[src/rtl/rr_mux_reg_if.sv]
// Handshake bundle for rr_mux_reg: per-channel producer side plus the
// single registered consumer side and the arbitration mode select.
interface rr_mux_reg_if #(
    parameter int WIDTH     = 5,
    parameter int CHANNELS  = 4,
    parameter int SEL_WIDTH = 2
);
    logic                      mode;
    logic [CHANNELS-1:0]       in_valid;
    logic [CHANNELS*WIDTH-1:0] in_data;
    logic [CHANNELS-1:0]       in_ready;
    logic                      out_valid;
    logic [WIDTH-1:0]          out_data;
    logic [SEL_WIDTH-1:0]      out_sel;
    logic                      out_ready;

    // Producers and consumer together form the environment around the mux.
    modport master (
        output mode,
        output in_valid,
        output in_data,
        output out_ready,
        input  in_ready,
        input  out_valid,
        input  out_data,
        input  out_sel
    );

    // The mux itself.
    modport slave (
        input  mode,
        input  in_valid,
        input  in_data,
        input  out_ready,
        output in_ready,
        output out_valid,
        output out_data,
        output out_sel
    );
endinterface

[src/rtl/rr_mux_reg.sv]
// Round-robin / fixed-priority N:1 mux with a single registered output
// stage. The winning word is captured together with its channel index,
// and a drain and a reload can happen on the same edge for full throughput.
module rr_mux_reg #(
    parameter int WIDTH     = 5,
    parameter int CHANNELS  = 4,
    parameter int SEL_WIDTH = 2
) (
    input logic          clock,
    input logic          reset,
    rr_mux_reg_if.slave  bus
);

    logic [SEL_WIDTH-1:0] ptr;
    logic [SEL_WIDTH-1:0] start_idx;
    logic [SEL_WIDTH-1:0] grant_idx;
    logic                 grant_found;
    logic                 load_en;
    logic                 transfer;
    logic [WIDTH-1:0]     words [CHANNELS];

    // Split the flat data bus into one word per channel.
    always_comb begin
        for (int c = 0; c < CHANNELS; c++) begin
            words[c] = bus.in_data[c*WIDTH +: WIDTH];
        end
    end

    // Pick the first requesting channel, searching upward from the pointer
    // (round-robin) or from channel 0 (fixed priority), wrapping around.
    always_comb begin
        logic [SEL_WIDTH-1:0] idx;
        grant_found = 1'b0;
        grant_idx   = '0;
        idx         = '0;
        start_idx   = bus.mode ? '0 : ptr;
        for (int k = 0; k < CHANNELS; k++) begin
            idx = SEL_WIDTH'((int'(start_idx) + k) % CHANNELS);
            if (!grant_found && bus.in_valid[idx]) begin
                grant_found = 1'b1;
                grant_idx   = idx;
            end
        end
    end

    // Accept only when the output register is free or being emptied now;
    // holding reset low suppresses every grant.
    always_comb begin
        load_en  = reset & (!bus.out_valid | bus.out_ready);
        transfer = load_en & grant_found;
        bus.in_ready = '0;
        if (transfer) begin
            bus.in_ready[grant_idx] = 1'b1;
        end
    end

    // Output stage: load the granted word, or drop valid once drained.
    always_ff @(posedge clock or negedge reset) begin
        if (!reset) begin
            bus.out_valid <= 1'b0;
            bus.out_data  <= '0;
            bus.out_sel   <= '0;
        end else if (transfer) begin
            bus.out_valid <= 1'b1;
            bus.out_data  <= words[grant_idx];
            bus.out_sel   <= grant_idx;
        end else if (bus.out_ready) begin
            bus.out_valid <= 1'b0;
        end
    end

    // Round-robin pointer moves just past the last winner; fixed mode freezes it.
    always_ff @(posedge clock or negedge reset) begin
        if (!reset) begin
            ptr <= '0;
        end else if (transfer && !bus.mode) begin
            ptr <= (grant_idx == SEL_WIDTH'(CHANNELS-1)) ? '0 : grant_idx + 1'b1;
        end
    end

endmodule

[src/flat_wrapper.sv]
// flat-port wrapper written by rule: the top's interface ports become plain ports
module rr_mux_reg_flat 
#(
    parameter int WIDTH     = 5,
    parameter int CHANNELS  = 4,
    parameter int SEL_WIDTH = 2
)
  (clock, reset, bus_mode, bus_in_valid, bus_in_data, bus_out_ready, bus_in_ready, bus_out_valid, bus_out_data, bus_out_sel);
  rr_mux_reg_if #(.WIDTH(WIDTH), .CHANNELS(CHANNELS), .SEL_WIDTH(SEL_WIDTH)) bus_i ();
  input logic clock;
  input logic reset;
  input wire logic [$bits(bus_i.mode)-1:0] bus_mode;
  input wire logic [$bits(bus_i.in_valid)-1:0] bus_in_valid;
  input wire logic [$bits(bus_i.in_data)-1:0] bus_in_data;
  input wire logic [$bits(bus_i.out_ready)-1:0] bus_out_ready;
  output wire logic [$bits(bus_i.in_ready)-1:0] bus_in_ready;
  output wire logic [$bits(bus_i.out_valid)-1:0] bus_out_valid;
  output wire logic [$bits(bus_i.out_data)-1:0] bus_out_data;
  output wire logic [$bits(bus_i.out_sel)-1:0] bus_out_sel;
  assign bus_i.mode = bus_mode;
  assign bus_i.in_valid = bus_in_valid;
  assign bus_i.in_data = bus_in_data;
  assign bus_i.out_ready = bus_out_ready;
  assign bus_in_ready = bus_i.in_ready;
  assign bus_out_valid = bus_i.out_valid;
  assign bus_out_data = bus_i.out_data;
  assign bus_out_sel = bus_i.out_sel;
  rr_mux_reg #(.WIDTH(WIDTH), .CHANNELS(CHANNELS), .SEL_WIDTH(SEL_WIDTH)) u_core (.clock(clock), .reset(reset), .bus(bus_i));
endmodule
[config.mk]
export PLATFORM = sky130hd
export DESIGN_NAME = rr_mux_reg_flat
export DESIGN_NICKNAME = d
export VERILOG_FILES = /design/src/rtl/rr_mux_reg_if.sv /design/src/rtl/rr_mux_reg.sv /design/src/flat_wrapper.sv
export SDC_FILE = /design/constraint.sdc
export NUM_CORES = 1
export LEC_CHECK = 0
export ABC_AREA = 1
export BUFFER_PORTS_ARGS = -buffer_cell sky130_fd_sc_hd__clkbuf_2
export CAP_MARGIN = 30
export CORE_ASPECT_RATIO = 0.6
export CORE_MARGIN = 10
export CORE_UTILIZATION = 45
export DETAILED_ROUTE_END_ITERATION = 10
export PLACE_DENSITY = 0.81
export SLEW_MARGIN = 20
export SYNTH_ARGS = -nofsm -noshare
export SYNTH_HDL_FRONTEND = slang
export SYNTH_SLANG_ARGS = --single-unit
[constraint.sdc]
create_clock -name clock -period 4.6 [get_ports clock]
set_input_delay 0.92 -clock clock [delete_from_list [all_inputs] [get_ports clock]]
set_output_delay 0.92 -clock clock [all_outputs]
set_load 0.03 [all_outputs]
==> flow_metrics.tcl <==
set metrics [dict create \
    insertion_delay_ns 0.23 \
    fin_ws_ns 0.774 \
    yosys.area_share.simple 0.537 \
    layout.area.seq_sq_um 250 \
    finalPower_mw 0.793 \
    holdPathStages 2 \
    cp.arrival_ns 2.91 \
    clkSlewWorstSetupHoldPaths_ns 0.05 \
    grt_pass1_vias 992 \
    max_slew.worst_pin.slew_ns 0.527 \
    ant_nets 0 \
    ioPinCount 40 \
    cts_resized 0 \
    synth_compound_area_frac 0.0431 \
    cts_tree "yes" \
    antenna_found_initial 0 \
    hpwlAfterDp_um 2310 \
    synth_cells 181 \
    avgRoutedWirePerCell_um 11.1 \
    synth_xor_area_frac 0 \
    diodes 0 \
    drive_gt1_frac 0.247 \
    die_area_sq_um 4620 \
    setup_tns_ns 0 \
    syn-num-nets 210 \
    path_class "primary input to output port" \
    synthAdderAreaFrac 0.0123 \
    synth_area_sq_um 1020 \
    synth_top_family_by_area "simple AND/OR/NAND/NOR gates" \
    multi_input_area_sq_um 602 \
    power_per_cell_area_nw_per_um2 625 \
    portBuffers 39 \
    final_area_sq_um 1270 \
    placementRows 13 \
    period_minus_slack_ns 3.83 \
    dp.cells 245 \
    syn2layout_area_growth_pct 25.0 \
    ir_drop_mv 0.380 \
    grt_use_total 0.115 \
    drt_pass1_iterations 4 \
    leakagePower_nw 0.834 \
    hold_class "register to register" \
    final_cell_mix "70 x nand2_1, 39 x clkbuf_2, 37 x nand3_1, 30 x inv_1, 10 x dfrtp_1" \
    synthMuxAreaShare 0 \
    cp_max_fo 14 \
    drt_iter0_markers 129 \
    start_util 0.470 \
    end_kind "output port" \
    timing.fmax_mhz 261 \
    grt_pass1_wl_um 4400 \
    setup_violations 0 \
    die_w_um 81.3 \
    routed-via-count 1176 \
    syn_area_per_cell_sq_um 5.61 \
    reg2reg_depth 12 \
    post_cts_buffers 0 \
    startpoint_type "primary input" \
    cap_violations 0 \
    slew_violations 0 \
    fin_worst_skew_ns 0.000362 \
    dpl-instance-area_sq_um 1210 \
    crit_required_ns 3.68 \
    grt_max_degree 15 \
    wirelength_um 2760 \
    finalHoldViolations 0 \
    fillCellCount 220 \
    htreeDepth 1 \
    final_common_cell "nand2_1" \
    ys_ff_latch 10 \
    gp_congestion 0.867 \
    die_y_um 56.8 \
    post-place-ws_ns 0.794 \
    final_cells 249 \
    status "complete, no violations" \
    whs_ns 0.475 \
    rsz0062_at_grt "no" \
    numCtsBuffers 3 \
    nNetsFinal 249 \
    fin_util 0.587 \
    synth_seq_area_share 0.246 \
    cts_hold_buf 0 \
    route.detailed.drc 0 \
    fin_crit_sh 0.832 \
    core_area_sq_um 2160 \
    overflow 0 \
    relSlewSlack 0.647 \
    clockRootBuffer "clkbuf_8" \
    routed_via_density 4.72 \
    yosys_warnings 0 \
    clk_path_buf_depth 2 \
    cts_sinks 10 \
    synth_cell_types 20 \
]
-- synthesized netlist by cell type --
cell	n	area (sq um)
a21oi_1	2	10.0
buf_2	3	15.0
buf_4	1	7.51
buf_6	1	11.3
dfrtp_1	10	250
ha_1	1	12.5
inv_1	30	113
inv_2	3	11.3
inv_4	1	6.26
nand2_1	70	263
nand2_2	3	18.8
nand2_4	2	22.5
nand3_1	37	185
nand4_1	3	18.8
nor2_1	7	26.3
nor2_2	1	6.26
nor3_1	1	5.00
o21a_1	1	7.51
o21ai_0	3	15.0
o21bai_2	1	11.3
-- logic make-up after synthesis --
logic type | Yosys count
AO/OA/AOI/OAI | 7
adder cells (fa/ha/maj) | 1
buffers and inverters | 39
flip-flops | 10
AND/OR/NAND/NOR | 124
-- cell type report --
cell class              instances  area share
clock buffers                   4      0.0433
inverters                      34       0.102
multi-input cells             132       0.474
flip-flops and latches         10       0.197
well taps                      30      0.0296
repair buffers                 39       0.154
-- flip-flops by register name (all words and copies together), names as in the netlist --
name / cells
u_core.bus.out_sel: 2
u_core.bus.out_data: 5
u_core.bus.out_valid: 1
u_core.ptr: 2
-- where the power goes --
part / leakage (nW) / total (mW) / internal [mW] / switching, mW
sequential: 0.122 / 0.167 / 0.130 / 0.0372
clock: 0.0288 / 0.108 / 0.0751 / 0.0331
combinational: 0.683 / 0.518 / 0.152 / 0.365
-- worst paths after layout --
path	startpoint	to	slack, ns
max reg2reg	u_core.ptr[0]	u_core.ptr[1]	2.17
min reg2reg	u_core.bus.out_data[2]	u_core.bus.out_data[2]	0.48
min	u_core.bus.out_data[2]	u_core.bus.out_data[2]	0.48
min in group asynchronous	reset	u_core.bus.out_data[3]	0.54
max in group asynchronous	reset	u_core.ptr[0]	3.85
max	bus_mode	bus_in_ready[3]	0.77
-- critical path: stages --
cell and delay (ns):
clkbuf_2 0.12, inv_4 0.13, nand2_4 0.09, nand2_1 0.12, nand2_1 0.08, nand2_1 0.06
nand2_1 0.08, nand3_1 0.09, nand3_1 0.29, nand2_2 0.36, inv_1 0.08, ha_1 0.18
inv_1 0.08, nor2_1 0.05, clkbuf_2 0.20
-- layer usage --
metal	track usage	vias up	part of all wire
met4	0.0442	0	0.014
met2	0.164	37	0.41
li1	-	641	-
met5	0	-	0
met1	0.154	493	0.47
met3	0.0349	5	0.10
No activity file was read; power rests on OpenSTA's default activity.
